==> config.mk <==
export PLATFORM = sky130hd
export DESIGN_NAME = spi_master_ctrl
export DESIGN_NICKNAME = d
export VERILOG_FILES = /design/src/rtl/spi_master_ctrl.sv
export SDC_FILE = /design/constraint.sdc
export NUM_CORES = 1
export LEC_CHECK = 0
export ABC_AREA = 1
export BUFFER_PORTS_ARGS = -buffer_cell sky130_fd_sc_hd__buf_2
export CAP_MARGIN = 10
export CORE_MARGIN = 4
export CORE_UTILIZATION = 55
export CTS_CLUSTER_SIZE = 14
export DETAILED_ROUTE_END_ITERATION = 12
export PLACE_DENSITY = 0.87
export RECOVER_POWER = 100
export SKIP_CTS_REPAIR_TIMING = 1
export SLEW_MARGIN = 40
export SYNTH_ARGS = -nofsm -noshare
export SYNTH_HDL_FRONTEND = slang
export SYNTH_SLANG_ARGS = --single-unit
==> constraint.sdc <==
create_clock -name clk -period 4.07 [get_ports clk]
set_input_delay 0.6105 -clock clk [delete_from_list [all_inputs] [get_ports clk]]
set_output_delay 0.6105 -clock clk [all_outputs]
set_load 0.005 [all_outputs]
==> src/rtl/spi_master_ctrl.sv <==
// rtl/spi_master_ctrl.sv - SPI master: 11-bit command frame out, optional 8-bit read-back.
// Define SPI_MASTER_ABORT_EN to add the abort input and aborted pulse output.
module spi_master_ctrl #(
  parameter int CLK_DIV   = 2,
  parameter int TURN_BITS = 2
) (
  input  logic       clk,
  input  logic       rst,
  input  logic       start,
  input  logic [9:0] cmd,
`ifdef SPI_MASTER_ABORT_EN
  input  logic       abort,
  output logic       aborted,
`endif
  output logic       busy,
  output logic       done,
  output logic [7:0] rd_data,
  output logic       rd_valid,
  output logic       SCLK,
  output logic       SS_n,
  output logic       MOSI,
  input  logic       MISO
);

  localparam int DW = $clog2(CLK_DIV) + 1;
  localparam logic [DW-1:0] DIV_LAST  = DW'(CLK_DIV - 1);
  localparam logic [4:0]    TURN_LAST = 5'(TURN_BITS - 1);

  typedef enum logic [2:0] {
    S_IDLE, S_SELECT, S_SHIFT_OUT, S_TURN, S_SHIFT_IN, S_FINISH
  } state_t;

  state_t      state_q, state_d;
  logic [DW-1:0] div_q, div_d;
  logic [4:0]  bit_q, bit_d;
  logic [10:0] sh_q, sh_d;
  logic [7:0]  rx_q, rx_d;
  logic [7:0]  rd_data_q, rd_data_d;
  logic        rd_op_q, rd_op_d;
  logic        rd_valid_q, rd_valid_d;
  logic        done_q, done_d;
  logic        busy_q, busy_d;
  logic        ss_n_q, ss_n_d;
  logic        sclk_q, sclk_d;
  logic        go_finish;
  logic        div_wrap;
  logic        last_period;
`ifdef SPI_MASTER_ABORT_EN
  logic        aborted_q, aborted_d;
`endif

  assign div_wrap    = (div_q == DIV_LAST);
  assign last_period = (state_q == S_SHIFT_OUT) ? (bit_q == 5'd10) :
                       (state_q == S_TURN)      ? (bit_q == TURN_LAST) :
                                                  (bit_q == 5'd7);

  always_comb begin
    state_d    = state_q;
    div_d      = div_q;
    bit_d      = bit_q;
    sh_d       = sh_q;
    rx_d       = rx_q;
    rd_data_d  = rd_data_q;
    rd_op_d    = rd_op_q;
    rd_valid_d = 1'b0;
    done_d     = 1'b0;
    busy_d     = busy_q;
    ss_n_d     = ss_n_q;
    sclk_d     = sclk_q;
    go_finish  = 1'b0;
`ifdef SPI_MASTER_ABORT_EN
    aborted_d  = 1'b0;
`endif
    unique case (state_q)
      S_IDLE: begin
        if (start) begin
          state_d = S_SELECT;
          sh_d    = {cmd[9], cmd};
          rd_op_d = &cmd[9:8];
          ss_n_d  = 1'b0;
          busy_d  = 1'b1;
        end
      end
      S_SELECT: begin
        div_d = div_wrap ? '0 : div_q + DW'(1);
        if (div_wrap) begin
          state_d = S_SHIFT_OUT;
          sclk_d  = 1'b1;
        end
      end
      S_SHIFT_OUT, S_TURN, S_SHIFT_IN: begin
        div_d = div_wrap ? '0 : div_q + DW'(1);
        // MISO is captured at the end of the first high cycle, while the slave holds it stable.
        if (state_q == S_SHIFT_IN && sclk_q && div_q == '0)
          rx_d = {rx_q[6:0], MISO};
        if (div_wrap) begin
          sclk_d = ~sclk_q;
          if (sclk_q && state_q == S_SHIFT_OUT)
            sh_d = {sh_q[9:0], 1'b0};
          if (!sclk_q) begin
            bit_d = bit_q + 5'd1;
            if (last_period) begin
              bit_d = 5'd0;
              if (state_q == S_SHIFT_OUT && rd_op_q)
                state_d = (TURN_BITS == 0) ? S_SHIFT_IN : S_TURN;
              else if (state_q == S_TURN)
                state_d = S_SHIFT_IN;
              else
                go_finish = 1'b1;
            end
          end
        end
      end
      S_FINISH: state_d = S_IDLE;
      default:  state_d = S_IDLE;
    endcase

    if (go_finish) begin
      state_d = S_FINISH;
      sclk_d  = 1'b0;
      ss_n_d  = 1'b1;
      busy_d  = 1'b0;
      done_d  = 1'b1;
      sh_d    = '0;
      div_d   = '0;
      if (state_q == S_SHIFT_IN) begin
        rd_data_d  = rx_q;
        rd_valid_d = 1'b1;
      end
    end
    if (state_q == S_FINISH) busy_d = 1'b0;

`ifdef SPI_MASTER_ABORT_EN
    if (abort && busy_q) begin
      state_d    = S_IDLE;
      sclk_d     = 1'b0;
      ss_n_d     = 1'b1;
      busy_d     = 1'b0;
      done_d     = 1'b0;
      rd_valid_d = 1'b0;
      rd_data_d  = rd_data_q;
      sh_d       = '0;
      div_d      = '0;
      bit_d      = 5'd0;
      aborted_d  = 1'b1;
    end
`endif
  end

  always_ff @(posedge clk) begin
    if (rst) begin
      state_q    <= S_IDLE;
      div_q      <= '0;
      bit_q      <= 5'd0;
      sh_q       <= '0;
      rx_q       <= '0;
      rd_data_q  <= '0;
      rd_op_q    <= 1'b0;
      rd_valid_q <= 1'b0;
      done_q     <= 1'b0;
      busy_q     <= 1'b0;
      ss_n_q     <= 1'b1;
      sclk_q     <= 1'b0;
`ifdef SPI_MASTER_ABORT_EN
      aborted_q  <= 1'b0;
`endif
    end else begin
      state_q    <= state_d;
      div_q      <= div_d;
      bit_q      <= bit_d;
      sh_q       <= sh_d;
      rx_q       <= rx_d;
      rd_data_q  <= rd_data_d;
      rd_op_q    <= rd_op_d;
      rd_valid_q <= rd_valid_d;
      done_q     <= done_d;
      busy_q     <= busy_d;
      ss_n_q     <= ss_n_d;
      sclk_q     <= sclk_d;
`ifdef SPI_MASTER_ABORT_EN
      aborted_q  <= aborted_d;
`endif
    end
  end

  assign busy     = busy_q;
  assign done     = done_q;
  assign rd_data  = rd_data_q;
  assign rd_valid = rd_valid_q;
  assign SCLK     = sclk_q;
  assign SS_n     = ss_n_q;
  assign MOSI     = sh_q[10];
`ifdef SPI_MASTER_ABORT_EN
  assign aborted  = aborted_q;
`endif

endmodule

* Yosys cells after proc, flatten, opt, wreduce, memory -nomap -nowiden
Cells that the tools add are included.
** Storage, ports and cells
- Word-level logic and storage cells :: 89
- Output and inout port bits :: 14
- Flip-flop bits (word level) :: 43
- Input bits :: 14
** Cells by class
- Bitwise operators :: 2
- Multiplexer cells :: 28
- Add/subtract/negate cells :: 2
- Reductions and logical operators :: 22
- Eq/ne operators :: 22
** Operators by type and width (number)
- $mux 11 :: 3
- $mux 3 :: 8
- $pmux 11 s2 :: 1
- $ne 3x3->1 const B :: 6
- $mux 1 :: 12
- $ne 2x2->1 const B :: 6
- $reduce_and 6->1 :: 2
- $pmux 3 s3 :: 1
- $reduce_and 2->1 :: 4
- $eq 3x2->1 const B :: 2
- $eq 3x3->1 const B :: 2
- $reduce_and 3->1 :: 2
- $reduce_or 3->1 :: 2
- $add 5x1->5 const B :: 1
- $eq 5x1->1 const B :: 1
- $eq 5x3->1 const B :: 1
- $eq 5x4->1 const B :: 1
- $mux 5 :: 1
- $logic_and 1x1->1 :: 4
- $ne 4x4->1 const B :: 1
- $reduce_and 4->1 :: 1
- $reduce_bool 2->1 :: 2
- $reduce_or 2->1 :: 2
- $reduce_or 4->1 :: 1
- 8 further kinds :: 9

* Longest topological paths before layout
- Depth in word-level cells :: 9
- Mapped depth :: 12
- Mapped depth without buffers :: 11

* Worst setup path before layout
Ideal clock, no wire load.
- Path type :: flip-flop to flip-flop
- From :: register state_q[1]
- To :: register rd_data_q[0] (netlist: rd_data[0])
- Required time :: 3954 ps
- Clock period less this slack :: 1503 ps
- Path buffers :: 1
- Setup time :: 116 ps
- Stages on the path, launching flop included :: 12
- Data arrival time :: 1387 ps
- Setup slack :: 2567 ps
- Path through :: dfxtp_1 > buf_4 > inv_2 > nand3_4 > nand2_4 > nand2_4 > inv_2 > nand2_4 > nor2_4 > nand2_4 > o21ai_0 > nor2_1
** On the way
- Word-level cells in the longest chain between the ends :: 8
- Elaborated cells between the ends (all ways) :: 14
- Those cells by class :: 3 x eq/ne; 8 x mux; 3 x reduce/logical
** RTL lines
- start, declared :: line 33 : state_t state_q, state_d;
- start signal, assigned :: line 168 : state_q <= state_d;
- $eq 3x2->1, on equally long branches
- $mux 1 (tied with other cells) :: line 106 : else if (state_q == S_TURN)
- $mux 1, on equally long branches :: line 104, 53
- $mux 1 :: line 102 : if (last_period) begin
- $mux 1 :: line 100 : if (!sclk_q) begin
- $mux 1 :: line 96 : if (div_wrap) begin
- $mux 1 :: line 74 : unique case (state_q)
- $reduce_and 2->1 (no line) (*)
- end signal, assigned :: line 173 : rd_data_q <= rd_data_d;
- end, declared :: line 38 : logic [7:0] rd_data_q, rd_data_d;
Mark *: on every way between the ends. The rest lies on a longest branch, timed or not.
A chain may end at the register's enable or synchronous reset.

* Final worst setup path
Same ends and word-level chain as after synthesis.

==> results.yml <==
critical_path:
  cp-start-kind: "flop"
  reg2reg_to: "rd_data[0]"
  cp.required_ns: 4.34
  r2r_slack_ns: 1.42
  cpMaxStageDelayCell: "dfxtp_1"
  critPathTopFamily: "simple AND/OR/NAND/NOR gates"
  critPathArrivalTime_ns: 2.92
  r2r.worst_path.cells: 10
  critPathBufInv: 2
  crit_type: "reg -> reg"
  endpoint_kind: "flop"
  path_max_fanout: 16
  path_cells: "inv_1 > nand3_1 > nand2_1 > nand2_1 > inv_1 > nand2_4 > nor2_1 > nand2_1 > o21ai_0 > nor2_1"
  cp_slowest_stage_delay_ns: 0.43
  r2r_start: "state_q[1]"
  cp_common_cell: "nand2_1"
cells_and_area:
  post-route-util_pct: 63.1
  fin_cells: 353
  multiInputGateArea_um2: 925
  diodes: 0
  nets: 321
  drive_above_1_share_pct: 13.0
  fillers: 324
  seq_area_um2: 861
  area_growth_pct: 8.23
power_and_ir_drop:
  p_per_area_nw_per_um2: 562
  vdd_drop_max_mv: 0.374
  share_comb_of_total_power_pct: 33.4
  seq_power_share_pct: 43.8
  p_int_uw: 743
  leakage_nw: 0.978
  p_sw_share_pct: 38.7
  power.share.clock_pct: 22.8
  switchingPower_uw: 468
sta:
  worst_slack_ns: 1.42
  slew_violations: 0
  min_period_ns: 2.65
  setup_viol_count_final: 0
  fmax_ghz: 0.378
  tns_ns: 0
  max_slew.worst_pin.slew_ns: 1.04
  min_period_over_period_pct: 65.1
  grt_setup_unrepaired: "false"
  fin_skew_ns: 0.0114
  hold_viol_final: 0
  slew_headroom_pct: 30.2
global_routing:
  grt_pass1_vias: 1515
  grt_pass1_wl_um: 6440
  grt_max_degree: 22
  grt.overflow.total: 0
  grt_antenna_before_repair: 0
  grt_use_total_pct: 18.5
clock_network:
  cts.clk_slew.worst_paths_ns: 0.13
  cts_root_buf: "clkbuf_4"
  cts.path.max_buffers: 2
  clk_latency_ns: 0.36
  cts_made_buffers: 5
  clkSinkCount: 43
  cts_max_level: 2
  cts_tree: "done"
worst_hold_path:
  hold_end: "rx_q[0]"
  hold_depth: 3
  min_path_type: "in -> reg"
  hp-start: "MISO"
job:
  cap_violations: 0
synthesis:
  synth_simple_gate_area_share_pct: 33.4
  synth_most_common_cell: "nor2_1"
  synth_top_family_by_area: "simple AND/OR/NAND/NOR gates"
  synth.distinct_cells: 30
  synth_mux_area_share_pct: 0
  synth_edf_count: 0
  synth_nets: 294
  synth_compound_area_share_pct: 14.8
  synthAdderAreaFrac_pct: 0.628
  ys_seq_area_share_pct: 43.2
  yosysWarnings: 0
  avgSynthCellArea_um2: 7.14
  synthXorXnorAreaFrac_pct: 0.879
  synthFlopType: "dfxtp_1"
  netlist_area_um2: 1990
  ys_async_sr_fraction_pct: 0
  synthCells: 279
  synthTopCellsByArea: "dfxtp_1, nor2_1, nand2_1, a21oi_1, o21ai_0"
  yosys-top-cells-count: "nor2_1, nand2_1, dfxtp_1"
  synth_top_area_share_pct: 43.2
  synth_area_leader_cell: "dfxtp_1"
  ys_ff_latch: 43
floorplanning:
  rows: 21
  core_um2: 3420
  io_pins: 28
  fp.dieArea_um2: 4650
  dieHeight_um: 68.2
  die_w_um: 68.2
  initial_utilization_pct: 58.3
drt:
  drt-initial-drc-count: 144
  wl_met2_um: 1750
  via_count: 1833
  ant_nets: 0
  maxUsedRoutingLayer: "met4"
  wl_met3_um: 221
  m1WireLength_um: 1890
  avgViaCountPerCell: 5.19
  dr.pass1.iters: 4
  wire_per_inst_um: 11.2
  drt-total-wl_um: 3970
  drc_errors: 0
place:
  placed_cells: 345
  dpl.hpwl_um: 2900
  place_ws_ns: 2.14
  io_buffers: 27
  place.gp.congestion: 0.911
status:
  status: "completed"
how the worst max path moves through the flow:
stage,slack (ns),from,end,cells after the start
after global routing,1.15,state_q[1],rd_data[0],10
final,1.42,state_q[1],rd_data[0],10
after global placement,2.25,state_q[1],sh_q[4],9
after floorplan,2.57,state_q[1],rd_data[0],11
after detailed placement,2.14,state_q[1],sh_q[5],9
after CTS,2.10,state_q[1],sh_q[5],9
worst reg2reg max path, stage by stage, from the launching register on:
cell     delay [ns]
dfxtp_1        0.43
inv_1          0.15
nand3_1        0.15
nand2_1        0.42
nand2_1        0.31
inv_1          0.23
nand2_4        0.05
nor2_1         0.23
nand2_1        0.27
o21ai_0        0.27
nor2_1         0.06
layout make-up:
cell class | count | share of cell area (%)
inverters | 25 | 4.59
clock buffers | 5 | 1.74
well taps | 46 | 2.67
flip-flops and latches | 43 | 39.9
multi-input cells | 204 | 42.9
repair buffers | 27 | 6.04
clock inverters | 3 | 2.15
power groups by stage:
stage          clock (mW)  sequential [mW]  combinational, mW
6_report            0.276            0.531              0.404
5_1_grt             0.298            0.539              0.468
4_1_cts             0.281            0.534              0.427
3_5_place_dp            0            0.544              0.420
3_3_place_gp            0            0.542              0.408
2_1_floorplan           0            0.528              0.360
layout by cell type (no fill, tap or decap):
cell	synthesis	layout
buf_2	4	23
xor2_1	2	2
a21oi_1	28	28
nand3_2	2	2
a211oi_1	2	2
o32ai_1	1	1
a22oi_1	1	1
nor2_2	3	3
nand2_4	4	1
nor4_1	0	1
o21bai_1	1	1
clkbuf_1	1	3
inv_1	20	23
clkbuf_4	0	5
nor2_1	63	65
nor3_1	1	1
nand2_1	53	56
nand2_2	1	1
nor3b_1	1	1
clkinvlp_4	0	1
ha_1	1	1
o21ai_1	1	1
inv_6	0	1
o21ai_0	22	22
buf_1	0	1
dfxtp_1	43	43
nand4_1	1	1
inv_2	4	1
bufinv_16	0	1
nand3_1	12	13
clkinv_4	1	1
metal layers:
layer  vias to the layer above  GRT usage [%]
li1                        945              -
met1                       832           23.5
met2                        44           27.8
met3                        12           4.60
met4                         0           11.4
met5                         -              0
cells by family after synthesis:
logic type / count (synthesis)
compound gates: 56
xor+xnor: 2
fa+ha+maj: 1
buf+inv: 32
flops: 43
simple gates: 145
flip-flops by register name, indices dropped and copies added (netlist names):
name      flops
sh_q         11
rd_data       8
rx_q          8
bit_q         5
state_q       3
div_q         2
SCLK          1
SS_n          1
busy          1
done          1
rd_op_q       1
rd_valid      1
stage by stage:
| stage | cell area (µm²) | power [mW] | hold slack [ns] |
|---|---|---|---|
| 5_1_grt | 2160 | 1.30 | 0.459 |
| 6_report | 2160 | 1.21 | 0.457 |
| 4_1_cts | 2230 | 1.24 | 0.450 |
| 3_5_place_dp | 2140 | 0.964 | 0.458 |
| 2_1_floorplan | 1990 | 0.888 | 0.445 |
| 3_3_place_gp | 2140 | 0.950 | 0.457 |
Power figures use the tool's default switching activity.
